==> src/rtl/tk1_sched.sv <==
// TK1 tweakey schedule for SKINNY: emits eight round TK1 subkeys per batch
// and advances the stored TK1 by P^8 on every accepted batch.
module tk1_sched #(
    parameter int ROUNDS = 40
) (
    input  logic         clk,
    input  logic         rst,
    input  logic         load_i,
    input  logic [127:0] tk1_i,
    output logic [511:0] rtk_o,
    output logic         rtk_valid_o,
    input  logic         rtk_ready_i,
    output logic [3:0]   batch_o,
    output logic         last_o,
    output logic         busy_o,
    output logic         done_o,
    output logic [127:0] tk1_o
);

    localparam int         NBATCH     = ROUNDS / 8;
    localparam logic [3:0] LAST_BATCH = 4'(NBATCH - 1);
    // PT packed as nibbles, entry 0 in the top nibble
    localparam logic [63:0] PT = 64'h9F8DAECB01234567;

    typedef enum logic {
        IDLE,
        RUN
    } state_e;

    state_e       st_q, st_d;
    logic [127:0] tk1_q, tk1_d;
    logic [3:0]   batch_q, batch_d;
    logic         done_q, done_d;
    logic         handshake;

    function automatic logic [127:0] perm(input logic [127:0] s);
        logic [127:0] r;
        int           src;
        r = '0;
        for (int i = 0; i < 16; i++) begin
            src = int'(PT[63-4*i -: 4]);
            r[127-8*i -: 8] = s[127-8*src -: 8];
        end
        return r;
    endfunction

    // Purely combinational P^0..P^8 chain; stage 8 is the next batch's state
    logic [127:0] pchain [0:8];
    assign pchain[0] = tk1_q;

    for (genvar g = 0; g < 8; g++) begin : g_pt
        assign pchain[g+1]         = perm(pchain[g]);
        assign rtk_o[511-64*g -: 64] = pchain[g][127:64];
    end

    assign handshake   = (st_q == RUN) && rtk_ready_i;
    assign rtk_valid_o = (st_q == RUN);
    assign busy_o      = (st_q == RUN);
    assign last_o      = (st_q == RUN) && (batch_q == LAST_BATCH);
    assign batch_o     = batch_q;
    assign done_o      = done_q;
    assign tk1_o       = tk1_q;

    always_comb begin
        st_d    = st_q;
        tk1_d   = tk1_q;
        batch_d = batch_q;
        done_d  = 1'b0;
        case (st_q)
            IDLE: begin
                if (load_i) begin
                    tk1_d   = tk1_i;
                    batch_d = '0;
                    st_d    = RUN;
                end
            end
            RUN: begin
                if (handshake) begin
                    tk1_d = pchain[8];
                    if (batch_q == LAST_BATCH) begin
                        st_d   = IDLE;
                        done_d = 1'b1;
                    end else begin
                        batch_d = batch_q + 4'd1;
                    end
                end
            end
            default: st_d = IDLE;
        endcase
    end

    always_ff @(posedge clk) begin
        if (rst) begin
            st_q    <= IDLE;
            tk1_q   <= '0;
            batch_q <= '0;
            done_q  <= 1'b0;
        end else begin
            st_q    <= st_d;
            tk1_q   <= tk1_d;
            batch_q <= batch_d;
            done_q  <= done_d;
        end
    end

endmodule

==> config.mk <==
export PLATFORM = sky130hd
export DESIGN_NAME = tk1_sched
export DESIGN_NICKNAME = d
export VERILOG_FILES = /design/src/rtl/tk1_sched.sv
export SDC_FILE = /design/constraint.sdc
export NUM_CORES = 1
export LEC_CHECK = 0
export ABC_AREA = 0
export BUFFER_PORTS_ARGS = -buffer_cell sky130_fd_sc_hd__buf_4
export CAP_MARGIN = 0
export CORE_AREA = 10 10 296 298
export DETAILED_ROUTE_END_ITERATION = 8
export DIE_AREA = 0 0 306 308
export PLACE_DENSITY_LB_ADDON = 0.2
export SLEW_MARGIN = 25
export SYNTH_ARGS = -nofsm -noshare
export SYNTH_HDL_FRONTEND = slang
export SYNTH_SLANG_ARGS = --single-unit
export TNS_END_PERCENT = 50
==> constraint.sdc <==
create_clock -name clk -period 1.5 [get_ports clk]
set_input_delay 0.15 -clock clk [delete_from_list [all_inputs] [get_ports clk]]
set_output_delay 0.15 -clock clk [all_outputs]
set_load 0.02 [all_outputs]
==> results.md, run 1 <==
| Group | Metric | Value |
|:---|:---|:---|
| timing | Final Skew | 0.01905 ns |
| clock tree | Depth of the CTS H-tree | 4 |
| timing | Count of final hold-check violations | 0 |
| global routing | GRT Overall Usage | 9.664% |
| logic synthesis | Most area-consuming cells after synthesis | sky130_fd_sc_hd__buf_4, sky130_fd_sc_hd__dfxtp_1, sky130_fd_sc_hd__mux2i_1, sky130_fd_sc_hd__a211oi_2, sky130_fd_sc_hd__nor2_1 |
| placed design | HPWL after detailed placement | 38.45 mm |
| timing | Worst slew slack as a fraction of its limit | 64.92% |
| detailed routing | Average via count per standard cell | 3.380 |
| pwr | Worst voltage drop across the vdd grid | 0.7549 mV |
| timing | Slew Viols, Final | 0 |
| detailed routing | Initial drt markers | 284 |
| pwr | Relative contribution of sequential cells to total power | 28.6% |
| global routing | Initial antenna violation count | 1 |
| cells and area | Ratio of cells with drive above 1 in the final layout | 77.38% |
| detailed routing | Number of design rule violations left after detail routing | 0 |
| floorplanning | Placement row count | 105 |
| critical path | Endpoint required time on the critical path | 1.35 ns |
| logic synthesis | Cell area after synthesis | 0.01019 mm2 |
| logic synthesis | Netlist cell types | 26 |
| detailed routing | Overall routed net length | 51.87 mm |
| clock tree | CTS tree | yes |
| critical path | Crit start category | register |
| timing | Final setup fails | 21 |
| job | Max_cap viols | 0 |
| detailed routing | Count of vias placed by the detailed router | 8,686 |
| global routing | Overflow after GRT | 0 |
| clock tree | Clock edge transition at the registers on the reported setup and hold paths | 0.07 ns |
| logic synthesis | Number of instances in the synthesized netlist | 1,119 |
| critical path | CP Max Fanout | 2 |
| placed design | Worst slack after detailed placement | -0.03114 ns |
| worst hold path | HP Class | input port to register |
| detailed routing | Detailed-route wire length per cell | 20.18 um |
| pwr | Net switching power | 6.811 mW |
| clock tree | TritonCTS sink count | 134 |
| pwr | Sw Share | 40.74% |
| logic synthesis | Most area-hungry cell type in the Yosys netlist | sky130_fd_sc_hd__buf_4 |
| pwr | Fraction of power consumed by combinational cells | 43.6% |
| critical path | CP endpoint kind | output pin |
| clock tree | Root cell of the clock tree | sky130_fd_sc_hd__clkbuf_16 |
| logic synthesis | Number of synthesized register bits | 134 |
| pwr | Cell-internal power | 9.909 mW |
| floorplanning | Effective utilization at floorplan | 12.49% |
| timing | Clock period minus final worst setup slack | 1.602 ns |
| timing | Final setup TNS | -0.3521 ns |
| pwr | Fraction of power consumed by the clock network | 27.8% |
| global routing | Via count of the first global-routing pass | 9,177 |
| logic synthesis | Net count after synthesis | 1,253 |
| clock tree | Inserted Clock Buffers | 17 |
| clock tree | Worst-case clock buffer depth | 2 |
| floorplanning | Die area | 0.09425 mm2 |
| outcome | Run status | complete, but fails checks |
| floorplanning | Vert. Die Dim | 308 um |
| logic synthesis | Post-Syn Area per Cell | 9.109 um2 |
| outcome | Failing checks | negative setup slack |
| floorplanning | Io pins | 780 |
| logic synthesis | Yosys warning count | 0 |
| pwr | Static leakage | 7.497 nW |
| timing | Worst Tran Pin Value | 0.5262 ns |
| floorplanning | Width of the die | 306 um |
| timing | Period utilization | 106.8% |
| pwr | Power density normalized to cell area | 1032 mW/mm2 |
| timing | Final worst setup slack | -0.1025 ns |
| clock tree | Clock latency at the later pin of the worst-skew pair | 0.47 ns |
| logic synthesis | Area share of the largest cell type after synthesis | 38.15% |
| critical path | Worst Setup Path Type | register to output pin |
| cells and area | Number of nets in the layout | 1,620 |
| detailed routing | Routed Antenna Nets | 0 |
| placed design | Placer congestion estimate | 0.6903 |
| global routing | Wire length of the first global-routing pass | 67.24 mm |
| timing | RSZ-0062 raised after global routing | true |
| global routing | Maximum number of pins on one net before global-route repair | 40 |
| floorplanning | Core outline area | 0.08158 mm2 |
| critical path | Worst path arrival time | 1.45 ns |
| placed design | I/O Buffers | 779 |
| detailed routing | Number of search-and-repair iterations in the first detailed-routing pass | 4 |
| cells and area | Synth-to-layout area growth | 58.95% |
| timing | F_max | 0.6240 GHz |
| logic synthesis | Register area share after synthesis | 26.32% |
| cells and area | Share of the core filled with cells | 19.86% |
cell families (layout without fill, tap and decap cells):
kind of cell | count (synthesis) | count (layout) | synth area share [%]
adders and majority gates | 2 | 2 | 0.2454
buffers and inverters | 573 | 953 | 40.65
AOI/OAI and AO/OA | 135 | 135 | 14.28
other | 0 | 1 | 0
and+or+nand+nor | 146 | 146 | 5.794
DFF | 134 | 134 | 26.32
muxes | 129 | 129 | 12.72
area by class of cell:
type,count,area [um2]
diodes,1,2.502
clock buffers,23,509.2
clock inverters,9,112.6
fillers,8980,65380
inverters,2,7.507
multi-input cells,412,3906
flip-flops and latches,134,2728
well taps,1070,1339
repair buffers,919,7599
power by group through the flow:
stage	logic, mW	clock network [mW]	registers [mW]
2_1_floorplan	4.62	0	4.84
3_3_place_gp	6.73	0	4.77
3_5_place_dp	6.71	0	4.81
4_1_cts	6.90	4.94	4.75
5_1_grt	7.71	5.03	4.88
6_report	7.29	4.65	4.78
synthesized netlist by cell type:
cell,n
sky130_fd_sc_hd__buf_4,518
sky130_fd_sc_hd__dfxtp_1,134
sky130_fd_sc_hd__nor2_1,130
sky130_fd_sc_hd__mux2i_1,128
sky130_fd_sc_hd__a211oi_2,90
sky130_fd_sc_hd__buf_2,39
sky130_fd_sc_hd__a211oi_1,38
sky130_fd_sc_hd__clkbuf_1,14
sky130_fd_sc_hd__a21oi_1,3
sky130_fd_sc_hd__nand3_1,3
sky130_fd_sc_hd__o211ai_1,3
sky130_fd_sc_hd__ha_1,2
sky130_fd_sc_hd__inv_1,2
sky130_fd_sc_hd__nand4_1,2
sky130_fd_sc_hd__nand4b_1,2
sky130_fd_sc_hd__and2_1,1
sky130_fd_sc_hd__and3b_1,1
sky130_fd_sc_hd__mux2_4,1
sky130_fd_sc_hd__nand2_1,1
sky130_fd_sc_hd__nand2b_1,1
sky130_fd_sc_hd__nand3b_1,1
sky130_fd_sc_hd__nor3_1,1
sky130_fd_sc_hd__o22ai_1,1
sky130_fd_sc_hd__or2_2,1
sky130_fd_sc_hd__or3_1,1
sky130_fd_sc_hd__or4_1,1
per-stage QoR:
stage	std cells	hold slack (ns)	power, mW	instance area (um2)
CTS	2550	0.0002209	16.60	15170
global route	2569	0.02289	17.61	16200
floorplan	1119	0.3028	9.464	10190
global placement	2463	0.4742	11.50	13880
finish	2570	0.05920	16.72	16200
detailed placement	2463	0.4807	11.51	13880
final timing paths:
kind / start / end / slack (ns) / cells after the start
setup / recovery: batch_o[1] / last_o / -0.10 / 5
setup reg to reg: busy_o / tk1_o[77] / -0.05 / 5
hold / removal: tk1_i[126] / tk1_o[126] / 0.06 / 3
hold reg to reg: tk1_o[49] / tk1_o[49] / 0.52 / 2
state kept, by name, summed over array words and instances, names as in the netlist:
signal,flops
batch_o,4
tk1_o,128
done_o,1
busy_o,1
cell usage in the layout, fill, tap and decap left out, types with 3 or more instances in the layout:
| master | count |
|---|---|
| sky130_fd_sc_hd__a211oi_1 | 20 |
| sky130_fd_sc_hd__a211oi_2 | 108 |
| sky130_fd_sc_hd__a21oi_1 | 3 |
| sky130_fd_sc_hd__buf_12 | 12 |
| sky130_fd_sc_hd__buf_16 | 5 |
| sky130_fd_sc_hd__buf_4 | 820 |
| sky130_fd_sc_hd__buf_6 | 19 |
| sky130_fd_sc_hd__clkbuf_16 | 29 |
| sky130_fd_sc_hd__clkbuf_8 | 4 |
| sky130_fd_sc_hd__dfxtp_1 | 100 |
| sky130_fd_sc_hd__dfxtp_2 | 33 |
| sky130_fd_sc_hd__dlygate4sd3_1 | 48 |
| sky130_fd_sc_hd__mux2i_1 | 125 |
| sky130_fd_sc_hd__mux2i_2 | 3 |
| sky130_fd_sc_hd__nand3_1 | 3 |
| sky130_fd_sc_hd__nor2_1 | 25 |
| sky130_fd_sc_hd__nor2_2 | 77 |
| sky130_fd_sc_hd__nor2_4 | 28 |
| sky130_fd_sc_hd__o211ai_1 | 3 |
layer usage:
metal | wire length (um) | up-vias | track usage (%)
met5 | 17 | - | 0
met4 | 762 | 2 | 2.828
met3 | 4132 | 31 | 3.926
met2 | 26200 | 449 | 16.74
met1 | 20750 | 4211 | 10.75
li1 | - | 3993 | -
worst max-delay path, cell delays in order (launching register included):
cell,delay [ns]
sky130_fd_sc_hd__dfxtp_2,0.33
sky130_fd_sc_hd__inv_2,0.04
sky130_fd_sc_hd__ha_4,0.15
sky130_fd_sc_hd__and3b_2,0.21
sky130_fd_sc_hd__and2_4,0.14
sky130_fd_sc_hd__buf_6,0.12
timing repair:
action,in CTS,in global routing
hold endpoints to repair,48,0
setup buffers,5,4
gates resized for setup,40,192
cloned,2,15
setup endpoints to repair,115,113
hold buffers,48,0
pin swaps,2,3
No activity file was read; power rests on OpenSTA's default activity.
==> run 2, diff against run 1 <==
--- a/config.mk
+++ b/config.mk
@@ -8,9 +8,10 @@
 export ABC_AREA = 0
 export BUFFER_PORTS_ARGS = -buffer_cell sky130_fd_sc_hd__buf_4
 export CAP_MARGIN = 0
-export CORE_AREA = 10 10 296 298
+export CORE_AREA = 10 10 299 301
+export CTS_BUF_LIST = sky130_fd_sc_hd__clkbuf_4 sky130_fd_sc_hd__clkbuf_8
 export DETAILED_ROUTE_END_ITERATION = 8
-export DIE_AREA = 0 0 306 308
+export DIE_AREA = 0 0 309 311
 export PLACE_DENSITY_LB_ADDON = 0.2
 export SLEW_MARGIN = 25
 export SYNTH_ARGS = -nofsm -noshare
==> constraint.sdc (replaced) <==
create_clock -name clk -period 1.4 [get_ports clk]
set_input_delay 0.14 -clock clk [delete_from_list [all_inputs] [get_ports clk]]
set_output_delay 0.14 -clock clk [all_outputs]
set_load 0.02 [all_outputs]
==> run 2 against run 1 <==
Effect of this change:
- the flow still finishes with violations (negative setup slack)
- global-route usage grew 1.4 points
- register-to-register slack lost 0.14 ns
- total power grew 4.9%
- final cell count grew 6.0%
- routed wire length grew 10%
- clock power shrank 34%
- via count grew 6.9%
- die area grew 2.0%
- largest power group unchanged
- highest routed layer unchanged
==> results.md, run 2 (same netlist as run 1, synthesis figures left out) <==
| Group | Metric | Value | Delta |
|:---|:---|:---|:---|
| outcome | Run status | complete, but fails checks |  |
| outcome | Failing checks | negative setup slack |  |
| detailed routing | Detailed-route wire length per cell | 21.01 um | +4.1% |
| cells and area | Register Area | 0.003002 mm2 | +10% |
| cells and area | Layout fillers | 8,942 | -0.42% |
| critical path | Worst Setup Path Type | register to output pin |  |
| timing | Final setup fails | 134 | +540% |
| timing | Count of final hold-check violations | 0 | unchanged |
| timing | Period utilization | 119.4% |  |
| cells and area | Area of the multi-input gates | 0.004516 mm2 | +16% |
| timing | Worst slew slack as a fraction of its limit | 76.40% | +11 points |
| clock tree | TritonCTS sink count | 134 | unchanged |
| critical path | Worst path arrival time | 1.53 ns | +0.08 ns |
| cells and area | Flip-flop count of the largest register after layout | 128 | unchanged |
| cells and area | Most frequent standard cell in the layout excluding fill and tap cells | sky130_fd_sc_hd__buf_4 |  |
| placed design | Number of placed instances with taps included | 2,474 | +0.45% |
| detailed routing | Average via count per standard cell | 3.409 | +0.85% |
| critical path | Crit start category | register |  |
| global routing | Maximum number of pins on one net before global-route repair | 45 | +13% |
| pwr | Cell-internal power | 10.00 mW | +0.96% |
| clock tree | CTS tree | yes |  |
| timing | F_max | 0.5985 GHz |  |
| placed design | HPWL after detailed placement | 40.21 mm | +4.6% |
| critical path | CP endpoint kind | output pin |  |
| job | Max_cap viols | 0 | unchanged |
| timing | RSZ-0062 raised after global routing | true |  |
| cells and area | Commonest non-fill, non-tap cells in the layout | sky130_fd_sc_hd__buf_4, sky130_fd_sc_hd__dlygate4sd3_1, sky130_fd_sc_hd__a211oi_2, sky130_fd_sc_hd__mux2i_1, sky130_fd_sc_hd__buf_6 |  |
| global routing | Initial antenna violation count | 4 | +3 |
| floorplanning | Effective utilization at floorplan | 12.24% | -0.26 points |
| global routing | Wire length of the first global-routing pass | 77.00 mm | +15% |
| placed design | Placer congestion estimate | 0.7128 | +3.3% |
| clock tree | Clock latency at the later pin of the worst-skew pair | 0.53 ns | +0.06 ns |
| critical path | Endpoint required time on the critical path | 1.26 ns | -0.09 ns |
| cells and area | ANT cells | 0 | -1 |
| pwr | Relative contribution of sequential cells to total power | 29.5% | +0.9 points |
| cells and area | Synth-to-layout area growth | 88.14% |  |
| timing | Clock period minus final worst setup slack | 1.671 ns |  |
| clock tree | Worst-case clock buffer depth | 2 | unchanged |
| clock tree | Root cell of the clock tree | sky130_fd_sc_hd__clkbuf_8 |  |
| pwr | Static leakage | 8.529 nW | +14% |
| timing | Slew Viols, Final | 0 | unchanged |
| detailed routing | Initial drt markers | 174 | -39% |
| pwr | Power density normalized to cell area | 914.8 mW/mm2 | -11% |
| floorplanning | Vert. Die Dim | 311 um | +0.97% |
| cells and area | Number of nets in the layout | 1,767 | +9.1% |
| clock tree | Depth of the CTS H-tree | 4 | unchanged |
| cells and area | Ratio of cells with drive above 1 in the final layout | 83.39% | +6.0 points |
| detailed routing | Number of search-and-repair iterations in the first detailed-routing pass | 4 | unchanged |
| placed design | Worst slack after detailed placement | -0.1391 ns | -0.1080 ns |
| critical path | Highest cell delay on the worst timing path | 0.34 ns | about the same |
| timing | Fin Hold WS | 0.4999 ns | +0.4407 ns |
| floorplanning | Core outline area | 0.08329 mm2 | +2.1% |
| pwr | Fraction of power consumed by the clock network | 17.6% | -10 points |
| global routing | GRT Overall Usage | 11.07% | +1.4 points |
| placed design | I/O Buffers | 779 | unchanged |
| pwr | Fraction of power consumed by combinational cells | 52.9% | +9.3 points |
| pwr | Net switching power | 7.540 mW | +11% |
| critical path | Critical path, cell by cell | inv_2, ha_4, and3b_2, and2_4, buf_6 |  |
| clock tree | Inserted Clock Buffers | 17 | unchanged |
| pwr | Pwr Total | 17.54 mW | +4.9% |
| floorplanning | Width of the die | 309 um | +0.98% |
| pwr | Sw Share | 42.98% | +2.2 points |
| floorplanning | Io pins | 780 | unchanged |
| timing | Worst Tran Pin Value | 0.3540 ns | -0.1722 ns |
| timing | Final setup TNS | -14.65 ns | -14.29 ns |
| timing | Final Skew | 0.01484 ns | -0.004210 ns |
| worst hold path | HP Class | input port to register |  |
| floorplanning | Die area | 0.09610 mm2 | +2.0% |
| timing | Final worst setup slack | -0.2710 ns | -0.1685 ns |
| detailed routing | Routed Antenna Nets | 0 | unchanged |
| global routing | Via count of the first global-routing pass | 10,290 | +12% |
| cells and area | Final cell count without fillers | 2,724 | +6.0% |
| detailed routing | Overall routed net length | 57.24 mm | +10% |
| clock tree | Clock edge transition at the registers on the reported setup and hold paths | 0.08 ns | about the same |
| detailed routing | Count of vias placed by the detailed router | 9,285 | +6.9% |
| floorplanning | Placement row count | 106 | +0.95% |
| critical path | Worst-path cell with the longest stage delay | sky130_fd_sc_hd__dfxtp_2 |  |
| global routing | Overflow after GRT | 0 | unchanged |
| detailed routing | Number of design rule violations left after detail routing | 0 | unchanged |
| critical path | CP Max Fanout | 2 | unchanged |
| pwr | Worst voltage drop across the vdd grid | 0.5867 mV | -22% |
## run 2: changes by cell type in the layout (fill, tap and decap cells not counted), moves of 33 or more
cell	delta
sky130_fd_sc_hd__dfxtp_2	+36
sky130_fd_sc_hd__dfxtp_1	-97
sky130_fd_sc_hd__buf_4	-78
sky130_fd_sc_hd__nor2_2	-44
sky130_fd_sc_hd__dlygate4sd3_1	+83
sky130_fd_sc_hd__buf_6	+69
sky130_fd_sc_hd__dfxtp_4	+61
sky130_fd_sc_hd__buf_12	+33
sky130_fd_sc_hd__nor2_4	+59
## run 2: metal layers
layer,wire [um],GRT usage [%],vias up
li1,-,-,4305
met1,22570,12.28,4468
met2,28960,19.82,465
met3,4830,3.657,43
met4,856,3.036,4
met5,22,0,-
## run 2: critical path, delay by kind of cell (launching register included)
kind                       cells  cell delay [ns]
buffers and inverters          2             0.16
DFF                            1             0.34
adders and majority gates      1             0.15
and+or+nand+nor                2             0.36
## run 2: power groups by stage
stage | Sequential (mW) | Combinational [mW] | Clock, mW
finish | 5.17 | 9.28 | 3.09
global route | 5.28 | 9.78 | 3.51
CTS | 5.12 | 8.91 | 3.41
detailed placement | 5.11 | 7.27 | 0
global placement | 5.06 | 7.29 | 0
floorplan | 5.19 | 4.96 | 0
## run 2: per-stage QoR
step                      utilization [%]  cell area (um2)
after floorplan                         -            10210
after global placement              16.68            13900
after detailed placement            16.68            13900
after CTS                           21.58            17970
after global routing                23.03            19180
final                               23.03            19180
## run 2: final cells by class
cell class / count / area share, %
clock inverter: 9 / 0.3001
clock buffer: 21 / 1.409
tap: 1080 / 7.046
timing repair buffer: 1061 / 52.01
inverter: 2 / 0.03914
sequential: 134 / 15.65
multi-input combinational: 417 / 23.55
## run 2: path summary, 6_finish.rpt
path / slack, ns / cells past startpoint / from / end
setup / recovery: -0.27 / 5 / batch_o[0] / last_o
hold / removal: 0.50 / 4 / tk1_i[111] / tk1_o[111]
setup reg to reg: -0.19 / 6 / busy_o / tk1_o[122]
hold reg to reg: 0.54 / 2 / tk1_o[47] / tk1_o[47]
## run 2: repair_timing
action | CTS | global route
setup endpoints to repair | 753 | 362
hold buffers | 131 | 0
setup buffers | 39 | 23
hold endpoints to repair | 130 | 0
resized for setup | 431 | 257
gates cloned | 28 | 8
pin swaps | 10 | 19
